===== src/rtl/wrr_txn_arbiter_if.sv =====
// Request/grant bundle shared by the weighted round-robin arbiter and its requesters.
// The master side drives requests and weights; the slave side is the arbiter.
interface wrr_txn_arbiter_if #(
    parameter int unsigned N  = 4,
    parameter int unsigned WW = 4
);
    localparam int unsigned IdW = (N > 1) ? $clog2(N) : 1;

    logic [N-1:0]    req;
    logic            done;
    logic [N*WW-1:0] weight;
    logic [N-1:0]    grant;
    logic [IdW-1:0]  grant_id;
    logic            busy;
    logic            timeout;

    modport master (
        output req, done, weight,
        input  grant, grant_id, busy, timeout
    );

    modport slave (
        input  req, done, weight,
        output grant, grant_id, busy, timeout
    );
endinterface


===== src/rtl/wrr_txn_arbiter.sv =====
// Weighted round-robin transaction arbiter: one grant held per transaction, per-requester
// credits reloaded from weights once a round is spent, and a hold watchdog.
module wrr_txn_arbiter #(
    parameter int unsigned N        = 4,
    parameter int unsigned WW       = 4,
    parameter int unsigned MAX_HOLD = 16
) (
    input logic              clk,
    input logic              rst_n,
    wrr_txn_arbiter_if.slave bus
);
    localparam int unsigned IdW = (N > 1) ? $clog2(N) : 1;
    localparam int unsigned HcW = $clog2(MAX_HOLD);

    typedef enum logic [0:0] {StIdle, StGrant} state_e;

    state_e          state_q, state_d;
    logic [IdW-1:0]  ptr_q, ptr_d;
    logic [IdW-1:0]  gid_q, gid_d;
    logic [HcW-1:0]  hold_q, hold_d;
    logic            timeout_q, timeout_d;
    logic [WW-1:0]   credit_q [N];
    logic [WW-1:0]   credit_d [N];

    logic [N-1:0]    eligible;
    logic [IdW:0]    sel;
    logic            rel;
    logic [IdW-1:0]  next_id;

    // Returns {found, index} of the first set bit at or above start, wrapping at N.
    function automatic logic [IdW:0] pick(input logic [N-1:0] vec, input logic [IdW-1:0] start);
        logic [IdW:0] res;
        int unsigned  idx;
        res = '0;
        for (int i = 0; i < int'(N); i++) begin
            idx = (int'(start) + i) % N;
            if (!res[IdW] && vec[idx]) begin
                res = {1'b1, IdW'(idx)};
            end
        end
        return res;
    endfunction

    always_ff @(posedge clk) begin
        if (!rst_n) begin
            state_q   <= StIdle;
            ptr_q     <= '0;
            gid_q     <= '0;
            hold_q    <= '0;
            timeout_q <= 1'b0;
            credit_q  <= '{default: '0};
        end else begin
            state_q   <= state_d;
            ptr_q     <= ptr_d;
            gid_q     <= gid_d;
            hold_q    <= hold_d;
            timeout_q <= timeout_d;
            credit_q  <= credit_d;
        end
    end

    always_comb begin
        state_d   = state_q;
        ptr_d     = ptr_q;
        gid_d     = gid_q;
        hold_d    = hold_q;
        timeout_d = 1'b0;
        credit_d  = credit_q;
        eligible  = '0;
        sel       = '0;
        rel       = 1'b0;
        next_id   = (gid_q == IdW'(N - 1)) ? '0 : gid_q + IdW'(1);

        case (state_q)
            StIdle: begin
                for (int i = 0; i < int'(N); i++) begin
                    eligible[i] = bus.req[i] && (credit_q[i] != '0);
                end
                if (eligible != '0) begin
                    sel = pick(eligible, ptr_q);
                end else if (bus.req != '0) begin
                    // Round exhausted: refill every credit; a zero weight still earns one slot.
                    for (int i = 0; i < int'(N); i++) begin
                        credit_d[i] = (bus.weight[i*WW +: WW] == '0) ? WW'(1)
                                                                       : bus.weight[i*WW +: WW];
                    end
                    sel = pick(bus.req, ptr_q);
                end
                if (sel[IdW]) begin
                    state_d = StGrant;
                    gid_d   = sel[IdW-1:0];
                    hold_d  = '0;
                end
            end
            StGrant: begin
                rel = !bus.req[gid_q] || bus.done || (hold_q == HcW'(MAX_HOLD - 1));
                if (rel) begin
                    state_d         = StIdle;
                    credit_d[gid_q] = credit_q[gid_q] - WW'(1);
                    ptr_d           = (credit_q[gid_q] > WW'(1)) ? gid_q : next_id;
                    // Only the watchdog path reaches here with req held and no done.
                    timeout_d       = bus.req[gid_q] && !bus.done;
                end else begin
                    hold_d = hold_q + HcW'(1);
                end
            end
            default: state_d = StIdle;
        endcase
    end

    always_comb begin
        bus.grant = '0;
        if (state_q == StGrant) begin
            bus.grant[gid_q] = 1'b1;
        end
        bus.grant_id = gid_q;
        bus.busy     = (state_q == StGrant);
        bus.timeout  = timeout_q;
    end
endmodule


===== src/flat_wrapper.sv =====
// flat-port wrapper written by rule: the top's interface ports become plain ports
module wrr_txn_arbiter_flat 
#(
    parameter int unsigned N        = 4,
    parameter int unsigned WW       = 4,
    parameter int unsigned MAX_HOLD = 16
)
  (clk, rst_n, bus_req, bus_done, bus_weight, bus_grant, bus_grant_id, bus_busy, bus_timeout);
  wrr_txn_arbiter_if #(.N(N), .WW(WW)) bus_i ();
  input logic clk;
  input logic rst_n;
  input wire logic [$bits(bus_i.req)-1:0] bus_req;
  input wire logic [$bits(bus_i.done)-1:0] bus_done;
  input wire logic [$bits(bus_i.weight)-1:0] bus_weight;
  output wire logic [$bits(bus_i.grant)-1:0] bus_grant;
  output wire logic [$bits(bus_i.grant_id)-1:0] bus_grant_id;
  output wire logic [$bits(bus_i.busy)-1:0] bus_busy;
  output wire logic [$bits(bus_i.timeout)-1:0] bus_timeout;
  assign bus_i.req = bus_req;
  assign bus_i.done = bus_done;
  assign bus_i.weight = bus_weight;
  assign bus_grant = bus_i.grant;
  assign bus_grant_id = bus_i.grant_id;
  assign bus_busy = bus_i.busy;
  assign bus_timeout = bus_i.timeout;
  wrr_txn_arbiter #(.N(N), .WW(WW), .MAX_HOLD(MAX_HOLD)) u_core (.clk(clk), .rst_n(rst_n), .bus(bus_i));
endmodule

===== config.mk =====
export PLATFORM = sky130hd
export DESIGN_NAME = wrr_txn_arbiter_flat
export DESIGN_NICKNAME = d
export VERILOG_FILES = /design/src/rtl/wrr_txn_arbiter_if.sv /design/src/rtl/wrr_txn_arbiter.sv /design/src/flat_wrapper.sv
export SDC_FILE = /design/constraint.sdc
export NUM_CORES = 1
export LEC_CHECK = 0
export BUFFER_PORTS_ARGS = -buffer_cell sky130_fd_sc_hd__buf_2
export CORE_ASPECT_RATIO = 1.25
export CORE_MARGIN = 2
export CORE_UTILIZATION = 56
export DETAILED_ROUTE_END_ITERATION = 8
export MAX_ROUTING_LAYER = met4
export PLACE_DENSITY = 0.83
export SKIP_LAST_GASP = 1
export SLEW_MARGIN = 20
export SYNTH_ARGS = -nofsm -noshare
export SYNTH_HDL_FRONTEND = slang
export SYNTH_SLANG_ARGS = --single-unit

===== constraint.sdc =====
create_clock -name clk -period 2.8 [get_ports clk]
set_clock_uncertainty 0.05 [all_clocks]
set_input_delay 0.14 -clock clk [delete_from_list [all_inputs] [get_ports clk]]
set_output_delay 0.14 -clock clk [all_outputs]
set_load 0.05 [all_outputs]

### Word level (Yosys, flattened, before mapping)

Cells that the tools add are included.

* flip-flop bits (word level): 26
* output and inout bits: 8

* add/subtract/negate cells: 6
* order comparisons: 9
* reduce and logical (&&, ||, !) cells: 38
* equal/unequal tests: 7
* bitwise gates (word level): 2
* muxes and demuxes: 69

Operators with widths (count)
* $mux W3: 26
* $mux W16: 3
* $mux W4: 10
* $pmux W16 S2: 1
* $reduce_bool A4 Y1: 6
* $bmux W1 S2: 9
* $bwmux W16: 1
* $logic_not A4 Y1: 4
* $lt A2 B3 Y1 const B: 5
* $logic_and A1 B1 Y1: 13
* $mux W1: 12
* $bmux W4 S2: 1
* $demux W4 S2: 1
* $logic_not A1 Y1: 8
* $ne A2 B2 Y1 const B: 4
* $pmux W4 S2: 1
* $reduce_and A2 Y1: 3
* $reduce_and A3 Y1: 2
* $add A2 B1 Y2 const B: 2
* $add A2 B2 Y2 const B: 2
* $add A4 B1 Y4 const B: 1
* $eq A4 B4 Y1 const B: 1
* $gt A4 B1 Y1 const B: 1
* $mux W2: 2
* other kinds (11): 12

### Depth between registers and ports, before layout

* depth in word-level cells: 26
* mapped depth: 9
* gate-level depth less buffers: 8

### Least setup slack after synthesis

No wires, ideal clock.

* path type: register to register
* start point: register u_core.gid_q[0], in the netlist u_core.bus.grant_id[0]
* end point: register u_core.ptr_q[1]
* slack: 0.395 ns
* cell stages (with the launch flop): 9
* data required time: 2.659 ns
* buffers on the path: 1
* library setup time: 0.091 ns
* arrival time: 2.264 ns
* path through: dfxtp_1 -> buf_6 -> mux4_1 -> inv_1 -> ha_1 -> nor2_1 -> nor3_2 -> a21oi_1 -> a311oi_1

* word-level cells in the longest chain between the ends: 6
* elaborated cells on any way between the ends: 15

Ends and longest elaborated chain
* from (decl): RTL line wrr_txn_arbiter.sv:19 `logic [IdW-1:0] gid_q, gid_d;`
* from (signal assigned): RTL line wrr_txn_arbiter.sv:55 `gid_q <= gid_d;`
* $not A2 Y3 (implied by the code) / $bmux W1 S2 (equally long branches): RTL line wrr_txn_arbiter.sv:100, wrr_txn_arbiter.sv:96
* $bmux W4 S2 / $mux W1 (equally long branches): RTL line wrr_txn_arbiter.sv:100, wrr_txn_arbiter.sv:96
* $mux W4 (implied by the code) / $logic_not A1 Y1 (equally long branches): RTL line wrr_txn_arbiter.sv:100, wrr_txn_arbiter.sv:96
* $mux W4 (implied by the code) / $logic_or A1 B1 Y1 (equally long branches): RTL line wrr_txn_arbiter.sv:100, wrr_txn_arbiter.sv:96
* $gt A4 B1 Y1 / $logic_or A1 B1 Y1 (equally long branches): RTL line wrr_txn_arbiter.sv:100, wrr_txn_arbiter.sv:96
* $mux W2 / $reduce_and A2 Y1 (equally long branches)
* to (signal assigned): RTL line wrr_txn_arbiter.sv:54 `ptr_q <= ptr_d;`
* to (decl): RTL line wrr_txn_arbiter.sv:18 `logic [IdW-1:0] ptr_q, ptr_d;`

Parallel ways exist; a longest one is shown, timed or not. The select of a mux whose other input is x is not followed.
A chain may end at the register's enable or synchronous reset.

### Worst setup path in the final report

* start point: register u_core.gid_q[0], in the netlist u_core.bus.grant_id[0]
* end point: register u_core.ptr_q[0]

The elaborated chain is that of the path after synthesis.

==> qor.csv <==
metric;value;unit
hold endpoint;u_core.hold_q[0];
Antenna Diode Count;0;
synth-to-layout area growth;9.394;%
Largest stage delay, worst path;0.67;ns
Placed Area;0.002013;sq mm
Data required, critical path;2.93;ns
reg2reg start;u_core.bus.grant_id[0];
clk root buf;clkbuf_8;
maxcap violations;0;
die height;68.75;um
crit path launch type;register;
Worst R2R Setup Slack;0.35;ns
Crit Reg-Reg Endpoint;u_core.ptr_q[0];
CTS Hold Buffers Added;0;
cells taking the most area after synthesis;dfxtp_1, nor3_1, a21oi_1, ha_1, nor2_1;
Worst path top cell family by delay;multiplexers;
IO Port Bufs;30;
Die W;55.80;um
wire per inst;18.64;um
Worst setup EP type;register;
Remaining Overflow, GRT;0;
critical path fanouts, max;12;
setup violators final;0;
clock share of power;10.5;%
post-route antenna net violation count;0;
Slew Limit Headroom;50.17;%
Int Pwr;1021;uW
global-route wire length before repair;8.763;mm
status;finished clean;
Mapped Nets;267;
logic gate share of total power;57.1;%
critical path data arrival time;2.58;ns
initial antenna violation count;0;
row count;23;
net count reported at finish;290;
vias per cell;6.834;
Tightest Hold Check Type;primary input to register;
hold path startpoint;rst_n;
period utilization;87.51;%
Clk Latency, worst-skew pair;0.27;ns
top cell type's share of synthesized area;27.71;%
Final Cell Area;0.002054;sq mm
worst slew pin tran;0.7466;ns
Fin. Hold Viols;0;
# IOs;31;
crit path time final;2.450;ns
register share of total power;32.4;%
CP Buf/Inv Count;1;
Slew Viols, Final;0;
drt drc;0;
Max Clk Rate;408.1;MHz
total wire length;5.499;mm
Worst Reg-to-Reg Cells;7;
final core occ;64.32;%
synthesized area per cell;7.924;sq um
WHS Path Cells;2;
Async SR Flop Fraction;0;%
number of synthesized flops with an enable pin;0;
slowest CP cell;mux4_1;
Switching Fraction;49.38;%
Psw;996.3;uW
setup TNS;0;ns
post-CTS setup buffers;0;
TritonCTS buffer count;3;
vias in the first global route;1875;
CTS max path bufs;2;
maximum VDD drop;0.5852;mV
CTS HTree Levels;1;
Die ar.;0.003836;sq mm
via count;2016;
largest net degree at the start of global routing;24;
crit-path cells;mux4_1 -> inv_1 -> ha_1 -> nor2_1 -> nor3_2 -> a21oi_1 -> a311oi_1;
DP Wirelength;4.115;mm
Top FF cell, synth;dfxtp_1;
CTS Sinks;26;
Synth Instances;237;
Total GRT Usage;30.87;%
drt first-iter violations;139;
CTS tree;done;
GPL Wtd Cong;1.009;
RSZ-0062 raised after global routing;no;
Resize count post-CTS;0;
kind of critical path;register to register;
Core Region;0.003194;sq mm
register area share after synthesis;27.71;%
synth unique cells;46;
register bit total from synthesis;26;
clock transition at the registers of the reported paths;0.08;ns
Synth area leader;dfxtp_1;
Syn Std Cell Area;0.001878;sq mm
Yosys warnings;0;
Tot Pwr;2018;uW
pwr dens;982.0;mW/mm^2
Initial Utilization;58.79;%
router iterations before antenna repair;6;
layout cells sized above 1;18.22;%
Pleak;0.0008415;uW
layer usage:
layer / up-vias / global-route usage, % / wire (um) / part of all wire (%)
li1: 942 / - / - / -
met1: 952 / 36.85 / 2163 / 39
met2: 103 / 52.83 / 2720 / 49
met3: 19 / 3.172 / 414 / 7.5
met4: 0 / 15.24 / 200 / 3.6
met5: - / - / 0 / 0
metrics by stage:
| stage | std cells | hold slack [ns] | setup WS, ns |
|---|---|---|---|
| after floorplan | 237 | 0.2075 | 0.3954 |
| after global placement | 292 | 0.3325 | 0.3918 |
| after detailed placement | 292 | 0.3396 | 0.3900 |
| after CTS | 295 | 0.05718 | 0.3687 |
| after global routing | 295 | 0.06971 | 0.1811 |
| final | 295 | 0.05923 | 0.3496 |
Yosys cell counts (all sizes together), types with 4 or more instances:
| cell type | n |
|---|---|
| nor2 | 21 |
| nand3 | 6 |
| o21ai | 13 |
| dfxtp | 26 |
| o22ai | 7 |
| buf | 7 |
| a211oi | 7 |
| a222oi | 4 |
| mux4 | 4 |
| clkbuf | 8 |
| nor3 | 35 |
| o41ai | 4 |
| ha | 7 |
| a21oi | 27 |
| inv | 15 |
| nand2 | 10 |
cell usage in the layout (no fill, tap or decap), types with 2 or more instances in the layout:
cell type,instances
o21ai_2,2
a222oi_1,4
or2_1,3
mux4_2,2
inv_1,15
xor2_1,2
o41ai_1,2
a211oi_1,7
o21ai_0,9
a221oi_1,2
mux4_1,2
nand2_1,10
a31oi_1,2
clkbuf_8,3
nand4_1,3
dfxtp_1,26
ha_1,7
nor2b_1,2
nand3_1,6
nor2_1,20
buf_2,30
mux2i_1,2
o22ai_1,7
nor3_1,33
nor3_2,2
a311oi_1,2
and3_1,3
o41a_1,2
a21oi_1,27
o2bb2ai_1,2
buf_4,3
o21ai_1,2
layout make-up:
cell class                 instances  area [sq um]
clock buffer                       3         41.29
timing repair buffer              33         172.7
inverter                          15         56.30
multi-input combinational        181          1217
fill                             300          1140
tap                               37         46.29
sequential                        26         520.5
sequential cells by signal, summed over array words and instances (netlist names):
register and flops:
u_core.bus.busy 1, u_core.bus.grant_id 2, u_core.bus.timeout 1, u_core.credit_q 16, u_core.hold_q 4, u_core.ptr_q 2
cell families (layout without fill, tap and decap cells):
logic type	after synthesis	in the layout	share of synthesized area [%]
compound gates	78	78	29.31
xor+xnor	3	3	1.399
fa+ha+maj	7	7	4.663
buf+inv	30	51	7.461
flops	26	26	27.71
mux	6	6	6.262
simple gates	87	87	23.19
power by group through the flow:
stage / registers [uW] / logic, uW / clock network [uW]
5_1_grt: 661 / 1270 / 226
2_1_floorplan: 604 / 920 / 0
6_report: 654 / 1150 / 211
4_1_cts: 642 / 1130 / 216
3_5_place_dp: 651 / 1130 / 0
3_3_place_gp: 644 / 1120 / 0
worst max-delay path by stage:
stage,from,depth (start not counted),slack [ns],to
after detailed placement,u_core.bus.grant_id[0],7,0.39,u_core.credit_q[2]
final,u_core.bus.grant_id[0],7,0.35,u_core.ptr_q[0]
after global placement,u_core.bus.grant_id[0],7,0.39,u_core.credit_q[2]
after floorplan,u_core.bus.grant_id[0],8,0.40,u_core.ptr_q[1]
after CTS,u_core.bus.grant_id[0],7,0.37,u_core.credit_q[2]
after global routing,u_core.bus.grant_id[0],7,0.18,u_core.credit_q[2]
Power figures use the tool's default switching activity.
